File: src/rtl/nw_traceback_ctrl_pkg.sv
// Shared definitions for the Needleman-Wunsch traceback sequencer:
// sizing, direction codes, gap symbol and FSM state encoding.
package nw_pkg;

    localparam int N       = 128;
    localparam int BitAddr = $clog2(N);
    localparam int IDX_W   = BitAddr + 1;  // holds 0..N
    localparam int AL_W    = BitAddr + 2;  // holds 0..2N

    localparam logic [1:0] DIR_DIAG = 2'b00;
    localparam logic [1:0] DIR_UP   = 2'b01;  // gap in B
    localparam logic [1:0] DIR_LEFT = 2'b10;  // gap in A

    localparam logic [2:0] GAP = 3'b100;

    typedef enum logic [1:0] {
        IDLE  = 2'b00,
        FETCH = 2'b01,
        STEP  = 2'b10,
        DONE  = 2'b11
    } tb_state_t;

endpackage

File: src/rtl/nw_traceback_ctrl_if.sv
// Bus bundle between the traceback sequencer and its host / RAMs.
// master: host side (drives start, lengths and RAM read data).
// slave : sequencer side.
interface nw_traceback_ctrl_if;
    import nw_pkg::*;

    logic             start;
    logic [IDX_W-1:0] len_a;
    logic [IDX_W-1:0] len_b;

    logic [IDX_W-1:0] dir_i;
    logic [IDX_W-1:0] dir_j;
    logic [1:0]       dir_data;

    logic [IDX_W-1:0] seqA_addr;
    logic [IDX_W-1:0] seqB_addr;
    logic [2:0]       seqA_data;
    logic [2:0]       seqB_data;

    logic             en_traceB;
    logic [AL_W-1:0]  al_addr;
    logic [2:0]       al_a_data;
    logic [2:0]       al_b_data;

    logic [AL_W-1:0]  al_len;
    logic             busy;
    logic             done;
    logic             err;

    modport master (
        output start, len_a, len_b, dir_data, seqA_data, seqB_data,
        input  dir_i, dir_j, seqA_addr, seqB_addr,
               en_traceB, al_addr, al_a_data, al_b_data,
               al_len, busy, done, err
    );

    modport slave (
        input  start, len_a, len_b, dir_data, seqA_data, seqB_data,
        output dir_i, dir_j, seqA_addr, seqB_addr,
               en_traceB, al_addr, al_a_data, al_b_data,
               al_len, busy, done, err
    );

endinterface

File: src/rtl/nw_tb_decode.sv
// Combinational move decode for one traceback step: resolves forced
// moves on the matrix border and builds the aligned symbol pair.
module nw_tb_decode
    import nw_pkg::*;
(
    input  logic       i_zero,
    input  logic       j_zero,
    input  logic [1:0] dir_data,
    input  logic [2:0] seqA_data,
    input  logic [2:0] seqB_data,
    output logic [1:0] move,
    output logic [2:0] al_a_data,
    output logic [2:0] al_b_data,
    output logic       wr_valid,
    output logic       illegal
);

    // Border cells force the move; interior cells follow the direction RAM.
    always_comb begin
        move      = dir_data;
        al_a_data = '0;
        al_b_data = '0;
        wr_valid  = 1'b0;
        illegal   = 1'b0;
        if (i_zero) begin
            move = DIR_LEFT;
        end else if (j_zero) begin
            move = DIR_UP;
        end
        case (move)
            DIR_DIAG: begin
                al_a_data = seqA_data;
                al_b_data = seqB_data;
                wr_valid  = 1'b1;
            end
            DIR_UP: begin
                al_a_data = seqA_data;
                al_b_data = GAP;
                wr_valid  = 1'b1;
            end
            DIR_LEFT: begin
                al_a_data = GAP;
                al_b_data = seqB_data;
                wr_valid  = 1'b1;
            end
            default: illegal = 1'b1;
        endcase
    end

endmodule

File: src/rtl/nw_traceback_ctrl.sv
// Traceback sequencer: walks the direction RAM from (len_a, len_b) to
// (0,0), two cycles per aligned column (FETCH drives addresses, STEP
// consumes the registered RAM data and writes one aligned column).
// Aligned columns are written last-first, index 0 = final column.
module nw_traceback_ctrl
    import nw_pkg::*;
(
    input  logic               clk,
    input  logic               rst,
    nw_traceback_ctrl_if.slave bus
);

    tb_state_t        state, state_nxt;
    logic [IDX_W-1:0] i_q, i_nxt;
    logic [IDX_W-1:0] j_q, j_nxt;
    logic [AL_W-1:0]  k_q, k_nxt;
    logic [AL_W-1:0]  al_len_q, al_len_nxt;
    logic             err_q, err_nxt;

    logic [1:0]       move;
    logic [2:0]       dec_a, dec_b;
    logic             wr_valid, illegal;
    logic             walking;
    logic             wr_en;

    nw_tb_decode u_decode (
        .i_zero    (i_q == '0),
        .j_zero    (j_q == '0),
        .dir_data  (bus.dir_data),
        .seqA_data (bus.seqA_data),
        .seqB_data (bus.seqB_data),
        .move      (move),
        .al_a_data (dec_a),
        .al_b_data (dec_b),
        .wr_valid  (wr_valid),
        .illegal   (illegal)
    );

    // State, cell indices, column counter and status registers.
    always_ff @(posedge clk or posedge rst) begin
        if (rst) begin
            state    <= IDLE;
            i_q      <= '0;
            j_q      <= '0;
            k_q      <= '0;
            al_len_q <= '0;
            err_q    <= 1'b0;
        end else begin
            state    <= state_nxt;
            i_q      <= i_nxt;
            j_q      <= j_nxt;
            k_q      <= k_nxt;
            al_len_q <= al_len_nxt;
            err_q    <= err_nxt;
        end
    end

    // Next-state logic; al_len is loaded on entry to DONE so it is valid with done.
    always_comb begin
        state_nxt  = state;
        i_nxt      = i_q;
        j_nxt      = j_q;
        k_nxt      = k_q;
        al_len_nxt = al_len_q;
        err_nxt    = err_q;
        case (state)
            IDLE: begin
                if (bus.start) begin
                    i_nxt      = bus.len_a;
                    j_nxt      = bus.len_b;
                    k_nxt      = '0;
                    al_len_nxt = '0;
                    err_nxt    = 1'b0;
                    if (bus.len_a == '0 && bus.len_b == '0) begin
                        state_nxt = DONE;
                    end else begin
                        state_nxt = FETCH;
                    end
                end
            end
            FETCH: state_nxt = STEP;
            STEP: begin
                if (illegal) begin
                    err_nxt    = 1'b1;
                    al_len_nxt = k_q;
                    state_nxt  = DONE;
                end else if (wr_valid) begin
                    if (move != DIR_LEFT) i_nxt = i_q - IDX_W'(1);
                    if (move != DIR_UP)   j_nxt = j_q - IDX_W'(1);
                    k_nxt = k_q + AL_W'(1);
                    if (i_nxt == '0 && j_nxt == '0) begin
                        al_len_nxt = k_nxt;
                        state_nxt  = DONE;
                    end else begin
                        state_nxt = FETCH;
                    end
                end
            end
            DONE: state_nxt = IDLE;
            default: state_nxt = IDLE;
        endcase
    end

    // Addresses stay valid through FETCH and STEP so RAM data lines up in STEP.
    assign walking       = (state == FETCH) || (state == STEP);
    assign bus.dir_i     = walking ? i_q : '0;
    assign bus.dir_j     = walking ? j_q : '0;
    assign bus.seqA_addr = walking ? i_q - IDX_W'(1) : '0;
    assign bus.seqB_addr = walking ? j_q - IDX_W'(1) : '0;

    assign wr_en         = (state == STEP) && wr_valid;
    assign bus.en_traceB = wr_en;
    assign bus.al_addr   = wr_en ? k_q   : '0;
    assign bus.al_a_data = wr_en ? dec_a : '0;
    assign bus.al_b_data = wr_en ? dec_b : '0;

    assign bus.al_len    = al_len_q;
    assign bus.busy      = (state != IDLE);
    assign bus.done      = (state == DONE);
    assign bus.err       = err_q;

endmodule

File: src/flat_wrapper.sv
// flat-port wrapper written by rule: the top's interface ports become plain ports
module nw_traceback_ctrl_flat import nw_pkg::*;
  (clk, rst, bus_start, bus_len_a, bus_len_b, bus_dir_data, bus_seqA_data, bus_seqB_data, bus_dir_i, bus_dir_j, bus_seqA_addr, bus_seqB_addr, bus_en_traceB, bus_al_addr, bus_al_a_data, bus_al_b_data, bus_al_len, bus_busy, bus_done, bus_err);
  nw_traceback_ctrl_if bus_i ();
  input  logic clk;
  input  logic rst;
  input wire logic [$bits(bus_i.start)-1:0] bus_start;
  input wire logic [$bits(bus_i.len_a)-1:0] bus_len_a;
  input wire logic [$bits(bus_i.len_b)-1:0] bus_len_b;
  input wire logic [$bits(bus_i.dir_data)-1:0] bus_dir_data;
  input wire logic [$bits(bus_i.seqA_data)-1:0] bus_seqA_data;
  input wire logic [$bits(bus_i.seqB_data)-1:0] bus_seqB_data;
  output wire logic [$bits(bus_i.dir_i)-1:0] bus_dir_i;
  output wire logic [$bits(bus_i.dir_j)-1:0] bus_dir_j;
  output wire logic [$bits(bus_i.seqA_addr)-1:0] bus_seqA_addr;
  output wire logic [$bits(bus_i.seqB_addr)-1:0] bus_seqB_addr;
  output wire logic [$bits(bus_i.en_traceB)-1:0] bus_en_traceB;
  output wire logic [$bits(bus_i.al_addr)-1:0] bus_al_addr;
  output wire logic [$bits(bus_i.al_a_data)-1:0] bus_al_a_data;
  output wire logic [$bits(bus_i.al_b_data)-1:0] bus_al_b_data;
  output wire logic [$bits(bus_i.al_len)-1:0] bus_al_len;
  output wire logic [$bits(bus_i.busy)-1:0] bus_busy;
  output wire logic [$bits(bus_i.done)-1:0] bus_done;
  output wire logic [$bits(bus_i.err)-1:0] bus_err;
  assign bus_i.start = bus_start;
  assign bus_i.len_a = bus_len_a;
  assign bus_i.len_b = bus_len_b;
  assign bus_i.dir_data = bus_dir_data;
  assign bus_i.seqA_data = bus_seqA_data;
  assign bus_i.seqB_data = bus_seqB_data;
  assign bus_dir_i = bus_i.dir_i;
  assign bus_dir_j = bus_i.dir_j;
  assign bus_seqA_addr = bus_i.seqA_addr;
  assign bus_seqB_addr = bus_i.seqB_addr;
  assign bus_en_traceB = bus_i.en_traceB;
  assign bus_al_addr = bus_i.al_addr;
  assign bus_al_a_data = bus_i.al_a_data;
  assign bus_al_b_data = bus_i.al_b_data;
  assign bus_al_len = bus_i.al_len;
  assign bus_busy = bus_i.busy;
  assign bus_done = bus_i.done;
  assign bus_err = bus_i.err;
  nw_traceback_ctrl u_core (.clk(clk), .rst(rst), .bus(bus_i));
endmodule
File: config.mk
export PLATFORM = sky130hd
export DESIGN_NAME = nw_traceback_ctrl_flat
export DESIGN_NICKNAME = d
export VERILOG_FILES = /design/src/rtl/nw_traceback_ctrl_pkg.sv /design/src/rtl/nw_traceback_ctrl_if.sv /design/src/rtl/nw_tb_decode.sv /design/src/rtl/nw_traceback_ctrl.sv /design/src/flat_wrapper.sv
export SDC_FILE = /design/constraint.sdc
export NUM_CORES = 1
export LEC_CHECK = 0
export CORE_MARGIN = 1
export CORE_UTILIZATION = 44
export DETAILED_ROUTE_END_ITERATION = 10
export GPL_TIMING_DRIVEN = 1
export PLACE_DENSITY = 0.77
export REMOVE_ABC_BUFFERS = 1
export SYNTH_ARGS = -nofsm -noshare
export SYNTH_HDL_FRONTEND = slang
export SYNTH_SLANG_ARGS = --single-unit
File: constraint.sdc
create_clock -name clk -period 2.9 [get_ports clk]
set_input_delay 0.725 -clock clk [delete_from_list [all_inputs] [get_ports clk]]
set_output_delay 0.725 -clock clk [all_outputs]
set_load 0.02 [all_outputs]
==> flow_summary.toml <==
[global_routing]
grt_usage_pct = 29.8
grt_max_degree = 38
grt.overflow.total = 0
grt_pass1_wl_um = 17300
antenna_found_initial = 0
grt_pass1_vias = 3463

[status]
violations = "negative setup slack"
status = "finished with violations"

[power_and_ir_drop]
swShare_pct = 47.2
p_int_mw = 2.42
total_leakage_power_nw = 2.44
ir_drop_uv = 577
power_switching_mw = 2.16
pwr-share-comb_pct = 72.0
clkPwrFrac_pct = 10.9
p_seq_share_pct = 17.1
power_per_cell_area_nw_per_um2 = 941

[drt]
first_iter_violations = 329
dr.pass1.iters = 5
wl_per_cell_um = 17.7
drc = 0
wl_um = 11200
ant_nets = 0
num_vias = 3707
via_per_inst = 5.87

[placement]
post_dp_cell_area_um2 = 4450
pre_cts_ws_ns = -0.375
dp_hpwl_um = 7500
routabilityCongestion = 0.900
port-buffer-count = 86

[timing]
rsz0062_at_grt = "yes"
slew_headroom_pct = 64.0
fmax_mhz = 327
tightest_slew_ns = 0.536
holdWs_ns = 0.490
layout_min_cycle_time_ns = 3.06
period_share_pct = 105
hold_violations = 0
finClkSkew_ns = 0.0112
drv_slew = 0
layout_setup_ws_ns = -0.156
finalSetupViolCount = 14

[setup_path]
cp_top_family = "simple AND/OR/NAND/NOR gates"
critical_path_depth = 11
endpoint_kind = "flop"
startpoint = "u_core.j_q[1]"
r2r.worst_path.cells = 11
worst-path-buf-inv = 2
critPathRequiredTime_ns = 3.10
crit_arrival_ns = 3.26
r2r_slack_ns = -0.16
cp-start-kind = "flop"
crit_chain = "inv_2 > ha_4 > or3b_4 > or3_4 > or3_4 > a21o_1 > nor4_4 > nand3_2 > a21o_4 > buf_12 > a21o_4"
critical_path.slowest_cell = "dfrtp_1"
crit_fanout = 6
worstSetupPathType = "flop to flop"
r2r-start = "u_core.j_q[1]"
rr_endpoint = "u_core.bus.al_len[4]"
crit_end = "u_core.bus.al_len[4]"
worst_path_largest_cell_delay_ns = 0.40

[floorplanning]
die-area_um2 = 7460
coreArea_um2 = 6830
die_width_um = 86.4
fp-row-count = 30
io_pins = 87
initial_core_util_pct = 45.9
die_h_um = 86.4

[yosys]
syn_avg_cell_area_um2 = 7.98
synth_flop_cell = "dfrtp_1"
yosysSeqAreaShare_pct = 29.5
synth_seq_cells = 37
ys_warn_count = 0
netlist_area_um2 = 3130
syn_inst = 393
synth_edf_count = 0
synth-async-reset-ratio_pct = 100
yosysUniqueCellTypes = 61

[cells_and_area]
drive_above_1_share_pct = 29.5
nets = 572
area_growth_pct = 55.1
fin_area_um2 = 4860
insertedDiodeCount = 0

[clocking]
cts-root-buf = "clkbuf_8"
clock_latency_ns = 0.31
postCtsHoldBufs = 0
cts_buffer_depth = 2
htree_levels = 2
numCtsBuffers = 5
cts_tree = "built"
cts.sinks = 37
path_clk_slew_ns = 0.09

[worst_hold_path]
min_path_type = "flop to flop"

[run]
drv_cap = 0
[per-layer routing]
| layer | GRT usage [%] | vias to the layer above | wire length (um) |
|---|---|---|---|
| met5 | 0 | - | 0 |
| met3 | 5.24 | 28 | 787 |
| li1 | - | 1711 | - |
| met1 | 40.4 | 1774 | 4920 |
| met2 | 47.4 | 194 | 5240 |
| met4 | 11.7 | 0 | 257 |
[synthesized netlist by cell type (all sizes together), types with 2 or more instances]
cell type,n,area (um^2)
and3,18,113
o31ai,3,22.5
nor3,8,45.0
or3,6,42.5
nand3b,2,15.0
clkbuf,29,109
nor2,19,71.3
o221a,2,22.5
o22ai,15,93.8
or2,2,12.5
or4,2,15.0
a21oi,30,150
buf,3,15.0
nor4,8,71.3
nor2b,7,43.8
and2,29,183
mux2,2,22.5
or3b,2,20.0
a211oi,4,30.0
nand4,7,43.8
ha,10,125
a31o,3,26.3
a211o,2,17.5
nor4b,2,17.5
xor2,5,43.8
a221o,2,20.0
inv,14,52.6
nand2b,5,31.3
a21o,13,111
xnor2,11,96.3
o21ai,22,110
a2bb2oi,2,23.8
nor3b,2,15.0
a22o,10,87.6
nand2,27,101
dfrtp,37,926
nand3,16,85.1
[cells in the final DEF (no fill, tap or decap), types with 3 or more instances in the layout]
cell type | synthesis | layout
a211oi_1 | 4 | 4
a21o_1 | 7 | 7
a21o_2 | 5 | 4
a21oi_1 | 30 | 28
a22o_1 | 10 | 10
a31o_2 | 3 | 3
and2_1 | 28 | 28
and3_1 | 18 | 17
buf_2 | 3 | 11
buf_4 | 0 | 77
buf_6 | 0 | 6
clkbuf_2 | 0 | 6
clkbuf_8 | 0 | 6
clkdlybuf4s50_1 | 0 | 41
dfrtp_1 | 37 | 37
dlygate4sd2_1 | 0 | 6
dlymetal6s2s_1 | 0 | 17
ha_1 | 10 | 7
inv_1 | 14 | 12
nand2_1 | 27 | 25
nand2b_1 | 5 | 5
nand3_1 | 15 | 15
nand4_1 | 7 | 7
nor2_1 | 19 | 19
nor2b_1 | 7 | 7
nor3_1 | 7 | 4
nor4_1 | 6 | 3
nor4_2 | 1 | 4
o21ai_0 | 21 | 20
o22ai_1 | 15 | 15
o31ai_1 | 3 | 3
or3_4 | 1 | 4
xnor2_1 | 11 | 11
xor2_1 | 5 | 5
[logic make-up after synthesis]
family / synth area share, %
AOI/OAI and AO/OA: 24.9
xor gates and xnor gates: 4.47
adders and majority gates: 3.99
buffers and inverters: 5.63
DFF: 29.5
muxes: 1.04
and+or+nand+nor: 30.4
[worst min path at each step]
stage                                 to  slack (ns)  depth (start not counted)                 start
floorplan                  u_core.i_q[1]        0.53                          1         u_core.i_q[1]
global placement    u_core.bus.al_len[6]        0.46                          1  u_core.bus.al_len[6]
detailed placement  u_core.bus.al_len[6]        0.47                          1  u_core.bus.al_len[6]
CTS                 u_core.bus.al_len[6]        0.49                          1  u_core.bus.al_len[6]
global route        u_core.bus.al_len[2]        0.52                          1  u_core.bus.al_len[2]
finish              u_core.bus.al_len[6]        0.49                          1  u_core.bus.al_len[6]
[state kept, by name, indices dropped and copies added (netlist names)]
register and cells:
u_core.state 2, u_core.bus.err 1, u_core.k_q 9, u_core.j_q 8
u_core.i_q 8, u_core.bus.al_len 9
[worst register-to-register path: cells and delay by family (launching register included)]
family / cells / cell delay (ns)
simple gates: 5 / 1.58
compound gates: 3 / 0.62
flops: 1 / 0.40
buf+inv: 2 / 0.21
fa+ha+maj: 1 / 0.13
[stage by stage]
stage / total power, mW / cells / TNS, ns / util (%)
after global routing: 4.86 / 632 / -2.95 / 71.2
after detailed placement: 4.01 / 601 / -6.78 / 65.2
after floorplan: 2.49 / 361 / -5.51 / -
final: 4.58 / 632 / -1.75 / 71.2
after global placement: 3.93 / 601 / -5.40 / 65.2
after CTS: 4.50 / 627 / -0.591 / 69.9
[timing repair]
| item | in CTS | in global routing |
|---|---|---|
| resized for setup | 81 | 72 |
| endpoints found under the hold margin | 0 | 0 |
| setup buffers | 18 | 7 |
| pin swaps | 17 | 11 |
| endpoints found under the setup margin | 34 | 52 |
| gates cloned | 0 | 1 |
[cell type report]
class                           count  area (um^2)
Clock buffer                        6         82.6
Clock inverter                      2         37.5
Sequential cell                    37          926
Timing Repair Buffer              167         1460
Multi-Input combinational cell    310         2180
Tap cell                           96          120
Fill cell                         535         1970
Inverter                           14         52.6
[power by group through the flow]
stage                     Combinational [mW]  Clock (mW)  Sequential (mW)
after floorplan                         1.65           0            0.835
after global placement                  3.16           0            0.771
after detailed placement                3.23           0            0.776
after CTS                               3.23       0.494            0.777
after global routing                    3.54       0.519            0.802
final                                   3.30       0.497            0.785
Power figures use the tool's default switching activity.
